## src/rtl/serial_byte_pkg.sv

```systemverilog
// Shared types for the serial byte collector: byte type, assembler FSM states
// and the byte geometry constant.
package serial_byte_pkg;

  typedef logic [7:0] byte_t;

  typedef enum logic {
    S_DATA   = 1'b0,
    S_PARITY = 1'b1
  } state_t;

  localparam int BITS_PER_BYTE = 8;

endpackage

```

## src/rtl/sbc_fifo.sv

```systemverilog
// Byte FIFO behind the serial assembler: registered storage, no fall-through,
// pointer wrap-around with a separate occupancy counter.
module sbc_fifo
  import serial_byte_pkg::*;
#(
  parameter int DEPTH = 4,
  parameter int CNT_W = $clog2(DEPTH) + 1
) (
  input  logic             clk,
  input  logic             rst,
  input  logic             clr,
  input  logic             push,
  input  logic             pop,
  input  byte_t            din,
  output byte_t            dout,
  output logic             full,
  output logic             empty,
  output logic [CNT_W-1:0] level
);

  localparam int PTR_W = $clog2(DEPTH);

  byte_t            mem [DEPTH];
  logic [PTR_W-1:0] rd_ptr;
  logic [PTR_W-1:0] wr_ptr;
  logic             do_push;
  logic             do_pop;

  // A push into a full FIFO is only taken when the head leaves on the same edge.
  assign do_pop  = pop & ~empty;
  assign do_push = push & (~full | do_pop);

  assign dout  = mem[rd_ptr];
  assign empty = (level == '0);
  assign full  = (level == CNT_W'(DEPTH));

  always_ff @(posedge clk or posedge rst) begin
    if (rst) begin
      for (int i = 0; i < DEPTH; i++) mem[i] <= '0;
      rd_ptr <= '0;
      wr_ptr <= '0;
      level  <= '0;
    end else if (clr) begin
      rd_ptr <= '0;
      wr_ptr <= '0;
      level  <= '0;
    end else begin
      if (do_push) begin
        mem[wr_ptr] <= din;
        wr_ptr      <= wr_ptr + PTR_W'(1);
      end
      if (do_pop) rd_ptr <= rd_ptr + PTR_W'(1);
      case ({do_push, do_pop})
        2'b10:   level <= level + CNT_W'(1);
        2'b01:   level <= level - CNT_W'(1);
        default: level <= level;
      endcase
    end
  end

endmodule

```

## src/rtl/serial_byte_collector.sv

```systemverilog
// Collects an MSB-first serial bit stream into bytes and queues them for a
// valid/ready consumer. SERIAL_BYTE_COLLECTOR_PARITY_EN adds an even-parity bit per byte.
module serial_byte_collector
  import serial_byte_pkg::*;
#(
  parameter int DEPTH = 4,
  parameter int CNT_W = $clog2(DEPTH) + 1
) (
  input  logic             clk,
  input  logic             rst,
  input  logic             di,
  input  logic             wr,
  input  logic             flush,
  output logic [7:0]       byte_data,
  output logic             byte_valid,
  input  logic             byte_ready,
  output logic [CNT_W-1:0] level,
  output logic             overflow
`ifdef SERIAL_BYTE_COLLECTOR_PARITY_EN
  , output logic           parity_err
`endif
);

  localparam logic [2:0] LAST_BIT = 3'(BITS_PER_BYTE - 1);

  byte_t      sr;
  logic [2:0] bit_cnt;
  state_t     state;
  logic       push_req;
  byte_t      push_byte;
  logic       full;
  logic       empty;
  logic       pop_req;

  assign pop_req    = byte_valid & byte_ready;
  assign byte_valid = ~empty;

`ifdef SERIAL_BYTE_COLLECTOR_PARITY_EN
  logic par_ok;

  // Even parity: data ones plus the parity bit must come to an even count.
  assign par_ok = ~(^sr ^ di);

  always_comb begin
    push_req  = wr & ~flush & (state == S_PARITY) & par_ok;
    push_byte = sr;
  end
`else
  always_comb begin
    push_req  = wr & ~flush & (state == S_DATA) & (bit_cnt == LAST_BIT);
    push_byte = {sr[6:0], di};
  end
`endif

  always_ff @(posedge clk or posedge rst) begin
    if (rst) begin
      sr       <= '0;
      bit_cnt  <= '0;
      state    <= S_DATA;
      overflow <= 1'b0;
`ifdef SERIAL_BYTE_COLLECTOR_PARITY_EN
      parity_err <= 1'b0;
`endif
    end else if (flush) begin
      sr       <= '0;
      bit_cnt  <= '0;
      state    <= S_DATA;
      overflow <= 1'b0;
`ifdef SERIAL_BYTE_COLLECTOR_PARITY_EN
      parity_err <= 1'b0;
`endif
    end else begin
      if (push_req && full && !pop_req) overflow <= 1'b1;
`ifdef SERIAL_BYTE_COLLECTOR_PARITY_EN
      parity_err <= 1'b0;
      if (wr) begin
        case (state)
          S_DATA: begin
            sr      <= {sr[6:0], di};
            bit_cnt <= bit_cnt + 3'd1;
            if (bit_cnt == LAST_BIT) state <= S_PARITY;
          end
          default: begin
            state      <= S_DATA;
            parity_err <= ~par_ok;
          end
        endcase
      end
`else
      if (wr) begin
        sr      <= {sr[6:0], di};
        bit_cnt <= bit_cnt + 3'd1;
      end
`endif
    end
  end

  sbc_fifo #(
    .DEPTH (DEPTH),
    .CNT_W (CNT_W)
  ) u_fifo (
    .clk   (clk),
    .rst   (rst),
    .clr   (flush),
    .push  (push_req),
    .pop   (byte_ready),
    .din   (push_byte),
    .dout  (byte_data),
    .full  (full),
    .empty (empty),
    .level (level)
  );

endmodule

```

## config.mk

```make
export PLATFORM = sky130hd
export DESIGN_NAME = serial_byte_collector
export DESIGN_NICKNAME = d
export VERILOG_FILES = /design/src/rtl/serial_byte_pkg.sv /design/src/rtl/sbc_fifo.sv /design/src/rtl/serial_byte_collector.sv
export SDC_FILE = /design/constraint.sdc
export NUM_CORES = 1
export LEC_CHECK = 0
export CAP_MARGIN = 30
export CORE_MARGIN = 1
export CORE_UTILIZATION = 25
export DETAILED_ROUTE_END_ITERATION = 12
export GPL_TIMING_DRIVEN = 0
export SKIP_CTS_REPAIR_TIMING = 1
export SLEW_MARGIN = 20
export SYNTH_ARGS = -nofsm -noshare
export SYNTH_HDL_FRONTEND = slang
export SYNTH_HIERARCHICAL = 1
export SYNTH_SLANG_ARGS = --single-unit
export TNS_END_PERCENT = 1
```

## constraint.sdc

```tcl
create_clock -name clk -period 6.9 [get_ports clk]
set_input_delay 0.69 -clock clk [delete_from_list [all_inputs] [get_ports clk]]
set_output_delay 0.69 -clock clk [all_outputs]
set_load 0.005 [all_outputs]
```

==> results.sh, run 1 <==
export IMPL_grt_max_degree=35
export IMPL_setup_viol=0
export IMPL_grt_use_met1_pct=13.7
export IMPL_coreArea_um2=9680
export IMPL_synthCells=180
export IMPL_ys_seq_elements=50
export IMPL_cp_max_fo=5
export IMPL_maxCapViolCount=0
export IMPL_grt_pass1_wl_um=7830
export IMPL_ios=19
export IMPL_worstSkewPairLatency_ns=0.31
export IMPL_r2r_worst_path_cells=8
export IMPL_n_antenna_cell=0
export IMPL_clk_path_buf_depth=2
export IMPL_via_count=1463
export IMPL_fin_worst_skew_ns=0.00750
export IMPL_muxShareOfSynthArea_pct=25.8
export IMPL_p_per_area_nw_per_um2=172
export IMPL_nets=219
export IMPL_maxSlewViolCount=0
export IMPL_worstReg2RegEnd="u_fifo/level[2]"
export IMPL_synth_top_area_cell="dfrtp_1"
export IMPL_hold_start="u_fifo/mem[5]"
export IMPL_setup_tns_ns=0
export IMPL_grt_pass1_vias=1466
export IMPL_htree_levels=2
export IMPL_hold_path_class="register to register"
export IMPL_drt_iter0_drc=59
export IMPL_fill_cells=975
export IMPL_syn_nets=193
export IMPL_synth_xor_area_share_pct=1.76
export IMPL_die_area_um2=10300
export IMPL_crit_path_end_kind="register"
export IMPL_yosys_warnings=6
export IMPL_viasPerCell=4.30
export IMPL_yosysTopAreaCellShare_pct=50.4
export IMPL_area_delta_synth_final_pct=18.7
export IMPL_cp_start_kind="primary input"
export IMPL_ir_drop_v=0.0000944
export IMPL_worstPathArrival_ns=3.05
export IMPL_synth_simple_area_share_pct=9.52
export IMPL_fin_hold_ws_ns=0.507
export IMPL_rrSetupSlack_ns=4.38
export IMPL_hold_depth=1
export IMPL_cp_slowest_stage_delay_ns=0.51
export IMPL_syn_area_per_cell_um2=13.8
export IMPL_place_area_um2=2850
export IMPL_min_to="u_fifo/mem[5]"
export IMPL_yosys_cell_types_count=36
export IMPL_grt_busiest_layer="met2"
export IMPL_async_flop_share_pct=100
export IMPL_crit_buf_inv=1
export IMPL_syn_cell_area_um2=2480
export IMPL_cts_root_buf="clkbuf_8"
export IMPL_relSlewSlack_pct=56.7
export IMPL_synth_enable_flop_cells=0
export IMPL_final_area_um2=2950
export IMPL_power_leakage_nw=1.36
export IMPL_cpMaxStageDelayCell="or4_1"
export IMPL_avgRoutedWirePerCell_um=14.1
export IMPL_initial_core_util_pct=25.6
export IMPL_grtUsageTotal_pct=10.0
export IMPL_post_route_min_period_ns=2.82
export IMPL_synth_seq_area_share_pct=50.4
export IMPL_route_detailed_drc=0
export IMPL_dr_pass1_iters=4
export IMPL_synth_top_family_by_area="multiplexers"
export IMPL_synth_ff_type="dfrtp_1"
export IMPL_clkTransAtPathRegs_ns=0.10
export IMPL_cts_sinks=50
export IMPL_io_buffers=18
export IMPL_synthAdderAreaFrac_pct=3.83
export IMPL_path_depth=7
export IMPL_antenna_found_initial=0
export IMPL_grt_setup_unrepaired="no"
export IMPL_num_rows=36
export IMPL_antenna_left=0
export IMPL_finalCritPeriodShare_pct=40.9
export IMPL_outcome="completed"
export IMPL_grt_overflow=0
export IMPL_cp_cell_sequence="clkdlybuf4s50_1 > and3b_1 > nand2b_1 > nor2_1 > fa_1 > or4_1 > a31oi_1"
export IMPL_worst_pin_slew_ns=0.650
export IMPL_max_freq_mhz=355
export IMPL_drive_gt1_share_pct=30.4
export IMPL_gp_congestion=0.730
export IMPL_hpwl_um=3230
export IMPL_crit_family="simple AND/OR/NAND/NOR gates"
export IMPL_globalRouteMet2Util_pct=15.9
export IMPL_synth_area_leaders="dfrtp_1, mux2_2, mux4_2, nand4b_4, mux2i_1"
export IMPL_met3_usage_pct=2.28
export IMPL_dieWidth_um=102
export IMPL_die_h_um=102
export IMPL_crit_type="primary input to register"
export IMPL_postRouteWirelength_um=4800
export IMPL_numCtsBuffers=5
export IMPL_cp_data_required_time_ns=7.13
export IMPL_rr_startpoint="bit_cnt[0]"
export IMPL_cts_tree="built"
export IMPL_synth_compound_area_share_pct=4.48
export IMPL_hold_violations=0
[worst register-to-register path, cell delays in order (launching register included)]
cell and delay [ns]:
dfrtp_1 0.37, ha_1 0.17, ha_1 0.13, and3b_1 0.35, nand2b_1 0.23, nor2_1 0.08
fa_1 0.41, or4_1 0.51, a31oi_1 0.18
[cell usage after synthesis, drive strengths merged (2+ instances only)]
master,n
dfrtp,50
mux2,33
nor2,16
inv,9
mux2i,9
buf,8
mux4,8
ha,6
nand4b,4
xor2,4
a21oi,3
clkbuf,3
nand3,3
nand2b,2
o21a,2
o21ai,2
[flip-flops by register name (all words and copies together) (netlist names)]
signal and count:
bit_cnt 3, overflow 1, sr 7, u_fifo/level 3, u_fifo/mem 32, u_fifo/rd_ptr 2
u_fifo/wr_ptr 2
[through the flow]
step	setup WS [ns]	std cells	power [mW]	util [%]
finish	4.08	340	0.507	30.5
global route	3.97	340	0.529	30.5
CTS	4.07	340	0.516	30.5
detailed placement	3.73	332	0.327	29.4
global placement	3.76	331	0.325	29.2
floorplan	4.50	180	0.317	-
[kinds of logic (layout without fill, tap and decap cells)]
logic type,count (synthesis),count (layout)
multiplexers,50,50
flip-flops,50,50
AND/OR/NAND/NOR,32,32
buffers and inverters,20,47
AO/OA/AOI/OAI,16,16
adder cells (fa/ha/maj),7,7
XOR/XNOR,5,5
[where the power goes]
part / internal (mW) / switching (mW) / total [mW]
Clock: 0.0828 / 0.104 / 0.187
Combinational: 0.00960 / 0.0141 / 0.0237
Sequential: 0.295 / 0.00178 / 0.296
Total: 0.387 / 0.120 / 0.507
[per-layer routing]
layer | vias to the layer above | wire length [µm]
li1 | 699 | -
met1 | 741 | 2380
met2 | 21 | 2240
met3 | 2 | 161
met4 | 0 | 21
met5 | - | 0
[worst max path at each step]
stage | startpoint | to | slack [ns]
floorplan | flush | u_fifo/level[2] | 4.50
detailed placement | flush | u_fifo/level[2] | 3.73
finish | flush | u_fifo/level[2] | 4.08
global placement | flush | u_fifo/level[2] | 3.76
global route | flush | u_fifo/level[2] | 3.97
CTS | flush | u_fifo/level[2] | 4.07
[area by class of cell]
| type | count | area (µm²) | share of cell area [%] |
|---|---|---|---|
| Tap cell | 133 | 166 | 5.64 |
| Sequential cell | 50 | 1250 | 42.4 |
| Clock inverter | 2 | 16.3 | 0.552 |
| Multi-Input combinational cell | 110 | 1130 | 38.3 |
| Clock buffer | 6 | 82.6 | 2.80 |
| Timing Repair Buffer | 19 | 200 | 6.79 |
| Inverter | 9 | 33.8 | 1.15 |
| Buffer | 11 | 70.1 | 2.38 |
[placed cells by master (no fill, tap or decap), types with 4 or more instances in the layout]
cell	count
buf_2	5
clkbuf_8	6
clkdlybuf4s50_1	18
dfrtp_1	50
ha_1	6
inv_1	8
mux2_2	32
mux2i_1	9
mux4_2	8
nand4b_4	4
nor2_1	16
xor2_1	4
(Power assumes the default switching activity.)
==> run 2, diff against run 1 <==
clock period = 2.28 ns   (was 6.9 ns; I/O delays follow)
==> run 2 against run 1 <==
- flip-flop and latch count stayed put
- global-route usage is the same
- critical path depth increased by 1
- sequential power increased to 3.0 times the previous value
- combinational power grew to 3.1 times the previous value
- total power rose to 3.0 times the previous value
- worst hold slack lost 0.34 ns
- clock-buffer cell count unchanged
- largest cell class unchanged
- largest power group unchanged
- final area is 1.0% higher
- non-clock buffer count up 1
- cell count is 0.29% higher
==> results.sh, run 2 (synthesis gave the netlist of run 1 again) <==
export IMPL_outcome="completed"
export IMPL_pwr_share_comb_pct=4.7
export IMPL_final_common_cell="dfrtp_1"
export IMPL_grt_max_degree=35
export IMPL_dr_pass1_iters=4
export IMPL_die_area_um2=10300
export IMPL_fill_cells=975
export IMPL_grt_setup_unrepaired="no"
export IMPL_grt_pass1_wl_um=7830
export IMPL_seqPwrFrac_pct=58.4
export IMPL_initial_core_util_pct=25.6
export IMPL_viasPerCell=4.35
export IMPL_numCtsBuffers=5
export IMPL_num_rows=36
export IMPL_switching_share_pct=23.7
export IMPL_hold_path_class="primary input to asynchronous set/reset pin"
export IMPL_cp_start_kind="register"
export IMPL_wl_met1_um=2370
export IMPL_route_detailed_drc=0
export IMPL_final_util_pct=30.8
export IMPL_cts_sinks=50
export IMPL_grt_overflow=0
export IMPL_p_total_mw=1.54
export IMPL_finalCritPeriodShare_pct=95.0
export IMPL_area_delta_synth_final_pct=19.9
export IMPL_wl_met2_um=2270
export IMPL_cts_root_buf="clkbuf_8"
export IMPL_drt_iter0_drc=75
export IMPL_post_route_min_period_ns=2.17
export IMPL_place_area_um2=2850
export IMPL_fin_worst_skew_ns=0.00720
export IMPL_nets=220
export IMPL_power_leakage_nw=1.37
export IMPL_dieWidth_um=102
export IMPL_worstPathArrival_ns=2.39
export IMPL_largest_reg_flops=32
export IMPL_htree_levels=2
export IMPL_coreArea_um2=9680
export IMPL_maxSlewViolCount=0
export IMPL_ir_drop_v=0.000285
export IMPL_dp_cells=332
export IMPL_final_cell_count_no_fill=341
export IMPL_gp_congestion=0.730
export IMPL_relSlewSlack_pct=70.8
export IMPL_avgRoutedWirePerCell_um=14.1
export IMPL_wl_met3_um=150
export IMPL_p_per_area_nw_per_um2=516
export IMPL_worst_pin_slew_ns=0.438
export IMPL_setup_viol=0
export IMPL_crit_path_end_kind="register"
export IMPL_crit_type="register to register"
export IMPL_top_layer="met4"
export IMPL_die_h_um=102
export IMPL_top_regs="u_fifo/mem (32), sr (7)"
export IMPL_max_freq_mhz=461
export IMPL_io_buffers=18
export IMPL_clk_path_buf_depth=2
export IMPL_antenna_left=0
export IMPL_clkTransAtPathRegs_ns=0.10
export IMPL_drive_gt1_share_pct=33.7
export IMPL_hold_violations=0
export IMPL_worstSkewPairLatency_ns=0.31
export IMPL_postRouteWirelength_um=4820
export IMPL_grt_pass1_vias=1466
export IMPL_top_register="u_fifo/mem"
export IMPL_final_area_um2=2980
export IMPL_r2r_worst_path_cells=8
export IMPL_ios=19
export IMPL_switchingPower_mw=0.364
export IMPL_layout_common_cells="dfrtp_1, mux2_2, clkdlybuf4s50_1"
export IMPL_hpwl_um=3230
export IMPL_cts_tree="built"
export IMPL_maxCapViolCount=0
export IMPL_via_count=1483
export IMPL_clockPowerShare_pct=36.8
export IMPL_antenna_found_initial=0
export IMPL_p_int_mw=1.17
export IMPL_cp_data_required_time_ns=2.51
export IMPL_n_antenna_cell=0
export IMPL_cp_max_fo=4
export IMPL_grtUsageTotal_pct=10.0
-- run 2: power by group through the flow --
stage                     sequential [mW]  combinational (mW)  clock, mW
after global placement              0.915              0.0675          0
after global routing                0.898              0.0829      0.621
after floorplan                     0.913              0.0446          0
final                               0.897              0.0729      0.566
after CTS                           0.897              0.0742      0.589
after detailed placement            0.915              0.0738          0
-- run 2: path summary, 6_finish.rpt --
kind	from	end	slack, ns
max in group asynchronous	rst	u_fifo/mem[21]	1.68
worst min-delay path	rst	u_fifo/wr_ptr[0]	0.16
worst min register to register	u_fifo/mem[17]	u_fifo/mem[17]	0.51
worst max-delay path	bit_cnt[0]	u_fifo/level[2]	0.11
worst max register to register	bit_cnt[0]	u_fifo/level[2]	0.11
min in group clk	u_fifo/mem[17]	u_fifo/mem[17]	0.51
-- run 2: through the flow --
step | TNS [ns] | setup slack [ns] | hold slack (ns)
floorplan | 0 | 0.0171 | 0.0804
global placement | -0.651 | -0.400 | 0.475
detailed placement | -0.775 | -0.426 | 0.489
CTS | -0.438 | -0.260 | 0.153
global route | 0 | 0.0164 | 0.162
finish | 0 | 0.113 | 0.165
-- run 2: cell type report --
class,instances,area [µm²],share of cell area (%)
Sequential cell,50,1250,42.0
Multi-Input combinational cell,110,1150,38.5
Timing Repair Buffer,20,208,6.97
Tap cell,133,166,5.59
Clock buffer,6,82.6,2.77
Buffer,11,73.8,2.48
Inverter,9,33.8,1.13
Clock inverter,2,16.3,0.546
-- run 2: per-layer routing --
layer	vias to the layer above	track usage [%]
met4	0	3.01
li1	699	-
met3	2	2.28
met1	761	13.7
met2	21	15.9
met5	-	0
-- run 2: worst max-delay path, stage by stage (launching register included) --
cell      delay, ns
dfrtp_1        0.37
ha_1           0.17
ha_1           0.14
and3b_2        0.18
nand2b_4       0.14
nor2_2         0.05
fa_2           0.35
or4_1          0.51
a31oi_1        0.18
